### config.mk
export PLATFORM = sky130hd
export DESIGN_NAME = fetch_ctrl
export DESIGN_NICKNAME = d
export VERILOG_FILES = /design/src/rtl/fetch_pkg.sv /design/src/rtl/fetch_outbuf.sv /design/src/rtl/fetch_ctrl.sv
export SDC_FILE = /design/constraint.sdc
export NUM_CORES = 1
export LEC_CHECK = 0
export ABC_AREA = 1
export BUFFER_PORTS_ARGS = -buffer_cell sky130_fd_sc_hd__buf_2
export CORE_UTILIZATION = 40
export CTS_BUF_LIST = sky130_fd_sc_hd__clkbuf_16
export CTS_CLUSTER_SIZE = 24
export DETAILED_ROUTE_END_ITERATION = 8
export PLACE_DENSITY = 0.67
export SLEW_MARGIN = 10
export SYNTH_ARGS = -nofsm -noshare
export SYNTH_HDL_FRONTEND = slang
export SYNTH_SLANG_ARGS = --single-unit
### constraint.sdc
create_clock -name clk_in -period 1.42 [get_ports clk_in]
set_clock_uncertainty 0.1 [all_clocks]
set_input_delay 0 -clock clk_in [delete_from_list [all_inputs] [get_ports clk_in]]
set_output_delay 0 -clock clk_in [all_outputs]
set_load 0.01 [all_outputs]
### src/rtl/fetch_pkg.sv
// Shared types and constants for the instruction-fetch controller.
package fetch_pkg;

  // Fetch sequencer states.
  typedef enum logic [2:0] {
    IDLE = 3'd0,
    REQ  = 3'd1,
    WAIT = 3'd2,
    HOLD = 3'd3,
    KILL = 3'd4
  } fetch_state_e;

  // Canonical RISC-V NOP (addi x0, x0, 0).
  localparam logic [31:0] NOP = 32'h0000_0013;

endpackage

### src/rtl/fetch_outbuf.sv
// Output register to decode plus a 1-entry hold buffer that catches a
// response arriving while decode is stalled on a full output register.
module fetch_outbuf
  import fetch_pkg::*;
#(
  parameter int WIDTH = 32
) (
  input  logic             clk_i,
  input  logic             rst_ni,
  input  logic             flush_i,
  input  logic             push_i,
  input  logic [WIDTH-1:0] push_instr_i,
  input  logic [WIDTH-1:0] push_pc_i,
  input  logic             dec_stall_i,
  output logic             out_free_o,
  output logic             valid_o,
  output logic [WIDTH-1:0] instr_o,
  output logic [WIDTH-1:0] pc_o
);

  logic             valid_q, valid_d;
  logic [WIDTH-1:0] instr_q, instr_d;
  logic [WIDTH-1:0] pc_q, pc_d;
  logic             hold_valid_q, hold_valid_d;
  logic [WIDTH-1:0] hold_instr_q, hold_instr_d;
  logic [WIDTH-1:0] hold_pc_q, hold_pc_d;

  // The output slot can take new data when empty or being consumed now.
  assign out_free_o = !valid_q || !dec_stall_i;
  assign valid_o    = valid_q;
  assign instr_o    = instr_q;
  assign pc_o       = pc_q;

  // Next-state: flush wins, then drain hold buffer, then accept a push.
  always_comb begin
    valid_d      = valid_q;
    instr_d      = instr_q;
    pc_d         = pc_q;
    hold_valid_d = hold_valid_q;
    hold_instr_d = hold_instr_q;
    hold_pc_d    = hold_pc_q;
    if (flush_i) begin
      valid_d      = 1'b0;
      hold_valid_d = 1'b0;
    end else if (out_free_o) begin
      if (hold_valid_q) begin
        valid_d      = 1'b1;
        instr_d      = hold_instr_q;
        pc_d         = hold_pc_q;
        hold_valid_d = 1'b0;
      end else if (push_i) begin
        valid_d = 1'b1;
        instr_d = push_instr_i;
        pc_d    = push_pc_i;
      end else begin
        valid_d = 1'b0;
      end
    end else if (push_i) begin
      hold_valid_d = 1'b1;
      hold_instr_d = push_instr_i;
      hold_pc_d    = push_pc_i;
    end
  end

  // Register update with asynchronous active-low reset.
  always_ff @(posedge clk_i or negedge rst_ni) begin
    if (!rst_ni) begin
      valid_q      <= 1'b0;
      instr_q      <= '0;
      pc_q         <= '0;
      hold_valid_q <= 1'b0;
      hold_instr_q <= '0;
      hold_pc_q    <= '0;
    end else begin
      valid_q      <= valid_d;
      instr_q      <= instr_d;
      pc_q         <= pc_d;
      hold_valid_q <= hold_valid_d;
      hold_instr_q <= hold_instr_d;
      hold_pc_q    <= hold_pc_d;
    end
  end

endmodule

### src/rtl/fetch_ctrl.sv
// Instruction-fetch sequencer: single-outstanding req/gnt/rvalid handshake,
// PC register control, and branch redirects including in-flight kills.
module fetch_ctrl
  import fetch_pkg::*;
#(
  parameter int WIDTH = 32
) (
  input  logic             clk_in,
  input  logic             rst_in,
  input  logic [WIDTH-1:0] pc_current_in,
  output logic             stall_out,
  output logic             pc_src_out,
  output logic [WIDTH-1:0] pc_branch_out,
  input  logic             redirect_in,
  input  logic [WIDTH-1:0] redirect_pc_in,
  output logic             imem_req_out,
  output logic [WIDTH-1:0] imem_addr_out,
  input  logic             imem_gnt_in,
  input  logic             imem_rvalid_in,
  input  logic [WIDTH-1:0] imem_rdata_in,
  output logic             if_valid_out,
  output logic [WIDTH-1:0] if_instr_out,
  output logic [WIDTH-1:0] if_pc_out,
  input  logic             dec_stall_in
);

  fetch_state_e     state_q, state_d;
  logic [WIDTH-1:0] pend_q, pend_d;
  logic             out_free;
  logic             push;
  logic             flush;

  // The PC register is held while a fetch is outstanding, so the current PC
  // is both the request address and the PC of the returning instruction.
  assign imem_req_out  = (state_q == REQ);
  assign imem_addr_out = pc_current_in;
  assign pc_branch_out = redirect_in ? redirect_pc_in : pend_q;

  // Any redirect squashes younger instructions waiting for decode.
  assign flush = redirect_in;

  // FSM next-state and PC-control decode.
  always_comb begin
    state_d    = state_q;
    pend_d     = pend_q;
    stall_out  = 1'b1;
    pc_src_out = 1'b0;
    push       = 1'b0;
    case (state_q)
      IDLE: begin
        state_d = REQ;
        if (redirect_in) begin
          stall_out  = 1'b0;
          pc_src_out = 1'b1;
        end
      end
      REQ: begin
        if (imem_gnt_in) begin
          if (redirect_in) begin
            pend_d  = redirect_pc_in;
            state_d = KILL;
          end else begin
            state_d = WAIT;
          end
        end else if (redirect_in) begin
          stall_out  = 1'b0;
          pc_src_out = 1'b1;
        end
      end
      WAIT: begin
        if (redirect_in && imem_rvalid_in) begin
          stall_out  = 1'b0;
          pc_src_out = 1'b1;
          state_d    = REQ;
        end else if (redirect_in) begin
          pend_d  = redirect_pc_in;
          state_d = KILL;
        end else if (imem_rvalid_in) begin
          push = 1'b1;
          if (out_free) begin
            stall_out = 1'b0;
            state_d   = REQ;
          end else begin
            state_d = HOLD;
          end
        end
      end
      HOLD: begin
        if (redirect_in) begin
          stall_out  = 1'b0;
          pc_src_out = 1'b1;
          state_d    = REQ;
        end else if (out_free) begin
          stall_out = 1'b0;
          state_d   = REQ;
        end
      end
      KILL: begin
        if (redirect_in) begin
          pend_d = redirect_pc_in;
        end
        if (imem_rvalid_in) begin
          stall_out  = 1'b0;
          pc_src_out = 1'b1;
          state_d    = REQ;
        end
      end
      default: state_d = IDLE;
    endcase
  end

  // State and pending-redirect registers.
  always_ff @(posedge clk_in or negedge rst_in) begin
    if (!rst_in) begin
      state_q <= IDLE;
      pend_q  <= '0;
    end else begin
      state_q <= state_d;
      pend_q  <= pend_d;
    end
  end

  fetch_outbuf #(
    .WIDTH(WIDTH)
  ) u_outbuf (
    .clk_i       (clk_in),
    .rst_ni      (rst_in),
    .flush_i     (flush),
    .push_i      (push),
    .push_instr_i(imem_rdata_in),
    .push_pc_i   (pc_current_in),
    .dec_stall_i (dec_stall_in),
    .out_free_o  (out_free),
    .valid_o     (if_valid_out),
    .instr_o     (if_instr_out),
    .pc_o        (if_pc_out)
  );

endmodule

Yosys cells after proc, flatten, opt, wreduce, memory -nomap -nowiden
Cells that the tools add are included.
- register bits: 165
- latch bits: 0
- bits in writable memories: 0
- memory bits (read-only): 0
- output and inout bits: 132
- memories kept: 0
- $add $sub $neg: 0
- multipliers: 0
- div/mod/pow operators: 0
- magnitude comparators: 0
- equal/unequal tests: 9
- shift-type cells: 0
- mux-type cells: 42
- bitwise gates (word level): 2
- reduce and logical (&&, ||, !) cells: 14
- operators by type and width (kind ; number):
    two-way mux 32 bit ; 7
    one-hot mux 32 bit (3 select lines) ; 1
    two-way mux 3 bit ; 8
    two-way mux 1 bit ; 22
    one-hot mux 3 bit (5 select lines) ; 1
    AND reduction 3 bit ; 3
    equality test 3 x 2 -> 1 bit, second input constant ; 2
    nonzero test 3 bit ; 2
    one-hot mux 1 bit (5 select lines) ; 1
    != test 2 bit, second input constant ; 2
    != test 4 bit, second input constant ; 1
    one-hot mux 1 bit (4 select lines) ; 1
    AND reduction 4 bit ; 1
    nonzero test 2 bit ; 2
    equality test 3 x 1 -> 1 bit, second input constant ; 1
    equality test 3 bit, second input constant ; 1
    logical NOT 3 bit ; 1
    != test 3 bit, second input constant ; 1
    logical NOT 1 bit ; 2
    two-way mux 2 bit ; 1
    != test 2 x 1 -> 1 bit, second input constant ; 1
    inverter 1 bit ; 2
    OR reduction 2 bit ; 1
    logical AND 1 bit ; 1
    logical OR 1 bit ; 1

Longest topological paths before layout
- depth in word-level cells: 8
- depth in mapped cells: 11
- depth with buffers taken out: 8

Cells and area by module
From an unflattened synthesis, not the netlist that was laid out.
- cell total of the unflattened synthesis: 1112
- area, all modules: 8246.7 µm²
- modules (own cells, without submodules) (module ; times used ; cells each ; area each (µm²) ; seq. area each (µm²)):
    fetch_outbuf ; 1 ; 771 ; 5920.7 ; 3253.1
    fetch_ctrl ; 1 ; 341 ; 2326.0 ; 875.8

Worst setup path after synthesis
Ideal clock, no wire load.
- path type: reg-to-reg
- start point: register u_outbuf.valid_q (netlist: u_outbuf.valid_o)
- end point: register u_outbuf.hold_instr_q[0]
- setup time: 0.121 ns
- data arrival time: 1.264 ns
- path slack: -0.065 ns
- stages on the path, launching flop included: 10
- cells stage by stage: dfrtp_1 nand2_1 nor2_1 inv_1 nor2_1 nand2_1 buf_2 buf_2 nand2_1 o21ai_1
- longest elaborated chain between the ends: 4
- RTL lines (what ; RTL line ; text):
    start, declared ; fetch_outbuf.sv:21 ; logic valid_q, valid_d;
    start signal, assigned ; fetch_outbuf.sv:75 ; valid_q <= valid_d;
    logical NOT 1 bit ; fetch_outbuf.sv:29 ; assign out_free_o = !valid_q || !dec_stall_i;
    logical OR 1 bit ; fetch_outbuf.sv:29 ;
    inverter 1 bit (no source line) ; - ;
    AND reduction 3 bit (no source line) ; - ;
    end signal, assigned ; fetch_outbuf.sv:79 ; hold_instr_q <= hold_instr_d;
    end, declared ; fetch_outbuf.sv:25 ; logic [WIDTH-1:0] hold_instr_q, hold_instr_d;
No other way between the ends.
A chain may end at the register's enable or synchronous reset.

Final worst setup path
- start point: register state_q[2]
- end point: register u_outbuf.hold_pc_q[4]
- longest elaborated chain between the ends: 3
- RTL lines (what ; RTL line ; text):
    start, declared ; fetch_ctrl.sv:27 ; fetch_state_e state_q, state_d;
    start signal, assigned ; fetch_ctrl.sv:118 ; state_q <= state_d;
    equality test 3 x 2 -> 1 bit ; fetch_ctrl.sv:49 ; case (state_q)
    two-way mux 1 bit ; fetch_ctrl.sv:49 ;
    AND reduction 3 bit (no source line) ; - ;
    end signal, assigned ; fetch_outbuf.sv:80 ; hold_pc_q <= hold_pc_d;
    end, declared ; fetch_outbuf.sv:26 ; logic [WIDTH-1:0] hold_pc_q, hold_pc_d;
No other way between the ends.

==> results.md <==
- Min Tclk post-route: 1.75 ns
- CTS Buf Count: 17
- Tcrit/Tclk final: 1.23
- Leakage: around 6.7 nW
- Number of global-route vias before repair: 7,969
- Reg2reg start: state_q[2]
- Dpl ws: -0.102 ns
- PD cells: 1510 nW/um^2
- CP endpoint kind: flop
- Largest net degree at the start of global routing: 69
- Yosys reg bits: approximately 170
- IO Pins: 234
- Number of core rows: 51
- Status: finished with violations
- YS warnings: 0
- Register area share after synthesis: 0.509
- Total grt overflow: 0
- Reg2Reg Depth: 10
- Max-cap viol count: 0
- Initial Utilization: 0.413
- Drt wl/cell: between 15 and 20 um
- Crit path required time: around 1.6 ns
- Type of the tightest min-delay check: in -> reg
- Setup ws final: -0.329 ns
- Inst Count DP: between 1,000 and 1,500
- Routed WL: around 29 mm
- Residual DRC: 0
- Mapped Area: 8110 um^2
- Clk pwr share: 0.246
- Fmax: 0.572 GHz
- DRT iter0 DRCs: 472
- Via Count: around 8,700
- Sw frac: 0.370
- Max transition margin: 0.708
- DP Wirelength: 13.4 mm
- Area delta synth->final: 68.0%
- Nets: around 1,500
- VDD IR max: 876 uV
- Commonest non-fill, non-tap cell in the layout: nand2_1
- Clk_lat worst skew: 0.42 ns
- Failing checks: negative setup slack
- Clk slew on worst S/H paths: 0.07 ns
- Fraction of layout cells with a size suffix above 1: 0.453
- Max FO, Critical Path: 6
- Die W: 144 um
- Initial antenna violation count: 0
- Setup-failing EPs final: approximately 170
- N_diodes: 0
- R2R Setup Slk: -0.33 ns
- Die H: 144 um
- Logic pwr share: 0.398
- Data arrival time of the worst path: 1.96 ns
- Design area: 13,600 um^2
- First-pass GRT wire length: roughly 40 mm
- Max Slew Vio Count: 0
- CTS Buffer Depth: 2
- Post-DRT Antenna Nets: 0
- Post-synth cell types: 20
- Crit. Startpoint: state_q[2]
- Root buf cell: clkbuf_16
- RSZ-0062 raised after global routing: true
- Final Hold Viols: 0
- Cells on Worst Hold Path: 5
- Vias per Instance: 5.20
- Syn avg cell area: 7.80 um^2
- Global placement routability congestion: 0.849
- Worst Hold Endpoint: u_outbuf.hold_valid_q
- Overall routing resource usage: 0.254
- Core area: 19,700 um^2
- P_sw: 7.61 mW
- Die footprint: 20,900 um^2
- CTS Sinks: 165
- Register share of total power: 0.355
- Mapped Nets: approximately 1,100
- H-tree levels: 4
- DP Area: ~9400 um^2
- Drt first pass iters: 5
- TritonCTS clock tree: built
- Crit start category: flop
- Mapped Cells: 1,040
- Worst-Margin Slew: 0.438 ns
- Reg2reg end: u_outbuf.hold_pc_q[4]
- Commonest cells after routing, fill and taps aside: nand2_1 (275), buf_2 (230), dfrtp_1 (163), dlygate4sd3_1 (99), nand2_2 (98)
- Hold path start: redirect_in
- Fin cells: 1,677
- Pint: 13.0 mW
- Crit Path Category: reg -> reg
- PortBufs: 233
[kinds of logic (layout without fill, tap and decap cells)]
group | Yosys count | after routing | synth area share
buffers and inverters | 179 | 548 | 0.122
and+or+nand+nor | 559 | 562 | 0.284
AOI/OAI and AO/OA | 137 | 137 | 0.0848
DFF | 165 | 165 | 0.509
[how the worst max path moves through the flow]
stage	end	slack, ns	cells after the start
after detailed placement	u_outbuf.pc_o[5]	-0.10	8
after global routing	stall_out	-0.43	8
after CTS	pc_src_out	-0.31	8
after global placement	pend_q[30]	-0.04	6
final	u_outbuf.hold_pc_q[4]	-0.33	10
after floorplan	u_outbuf.instr_o[22]	-0.03	11
[Yosys cell counts, drive strengths merged]
cell type	n	share of area
a21oi	3	0.0019
buf	89	0.081
clkbuf	12	0.0056
dfrtp	165	0.51
inv	78	0.036
nand2	439	0.20
nand3	73	0.048
nand4	35	0.027
nor2	12	0.0059
o21ai	133	0.082
o21bai	1	0.00093
[flip-flops by register name, summed over array words and instances, names as in the netlist]
register	count
u_outbuf.hold_pc_q	32
u_outbuf.hold_valid_q	1
u_outbuf.valid_o	1
u_outbuf.pc_o	32
pend_q	32
u_outbuf.instr_o	32
u_outbuf.hold_instr_q	32
state_q	3
[what timing repair did]
item                                    4_1_cts  5_1_grt
gates cloned                                 22       18
endpoints found under the setup margin      147      167
endpoints found under the hold margin       329        0
pin swaps                                    42       46
setup buffers                                28        9
gates resized for setup                     162      257
hold buffers                                 99        0
[power groups by stage]
| stage | combinational (mW) | sequential (mW) | clock (mW) |
|---|---|---|---|
| after global routing | 8.94 | 7.44 | 5.35 |
| after global placement | 5.72 | 6.98 | 0 |
| after CTS | 7.45 | 7.04 | 5.14 |
| final | 8.19 | 7.31 | 5.06 |
| after detailed placement | 5.87 | 6.97 | 0 |
| after floorplan | 2.96 | 7.30 | 0 |
[metal layers]
metal | wire (um) | share of wire | up-vias | GRT usage
li1 | - | - | 4009 | -
met1 | 11800 | 0.41 | 4247 | 0.315
met2 | 14900 | 0.51 | 389 | 0.434
met3 | 1580 | 0.054 | 76 | 0.0444
met4 | 885 | 0.030 | 0 | 0.109
met5 | 0 | 0 | - | 0
[final cells by class]
| cell class | count | area, um^2 |
|---|---|---|
| Tap cell | 265 | 332 |
| Timing Repair Buffer | 438 | 3940 |
| Sequential cell | 165 | 4130 |
| Multi-Input combinational cell | 699 | 4280 |
| Clock inverter | 15 | 213 |
| Inverter | 78 | 303 |
| Clock buffer | 17 | 425 |
| Fill cell | 1516 | 6030 |
[worst max-delay path: stages, from the launching register on]
cell	delay (ns)
dfrtp_1	0.41
inv_4	0.09
nand3_4	0.11
buf_6	0.15
nor2_4	0.12
buf_12	0.16
buf_12	0.12
nand2_8	0.07
clkbuf_16	0.19
nand2_2	0.05
o21ai_1	0.07
[per-stage QoR]
stage	setup TNS (ns)	hold WS [ns]	utilization	total power, mW
2_1_floorplan	-3.18	-0.396	-	10.3
3_3_place_gp	-1.63	-0.153	0.478	12.7
3_5_place_dp	-5.91	-0.157	0.478	12.8
4_1_cts	-20.05	-0.0407	0.634	19.6
5_1_grt	-52.46	0.0406	0.693	21.7
6_report	-41.07	0.0387	0.693	20.6
No activity file was read; power rests on OpenSTA's default activity.
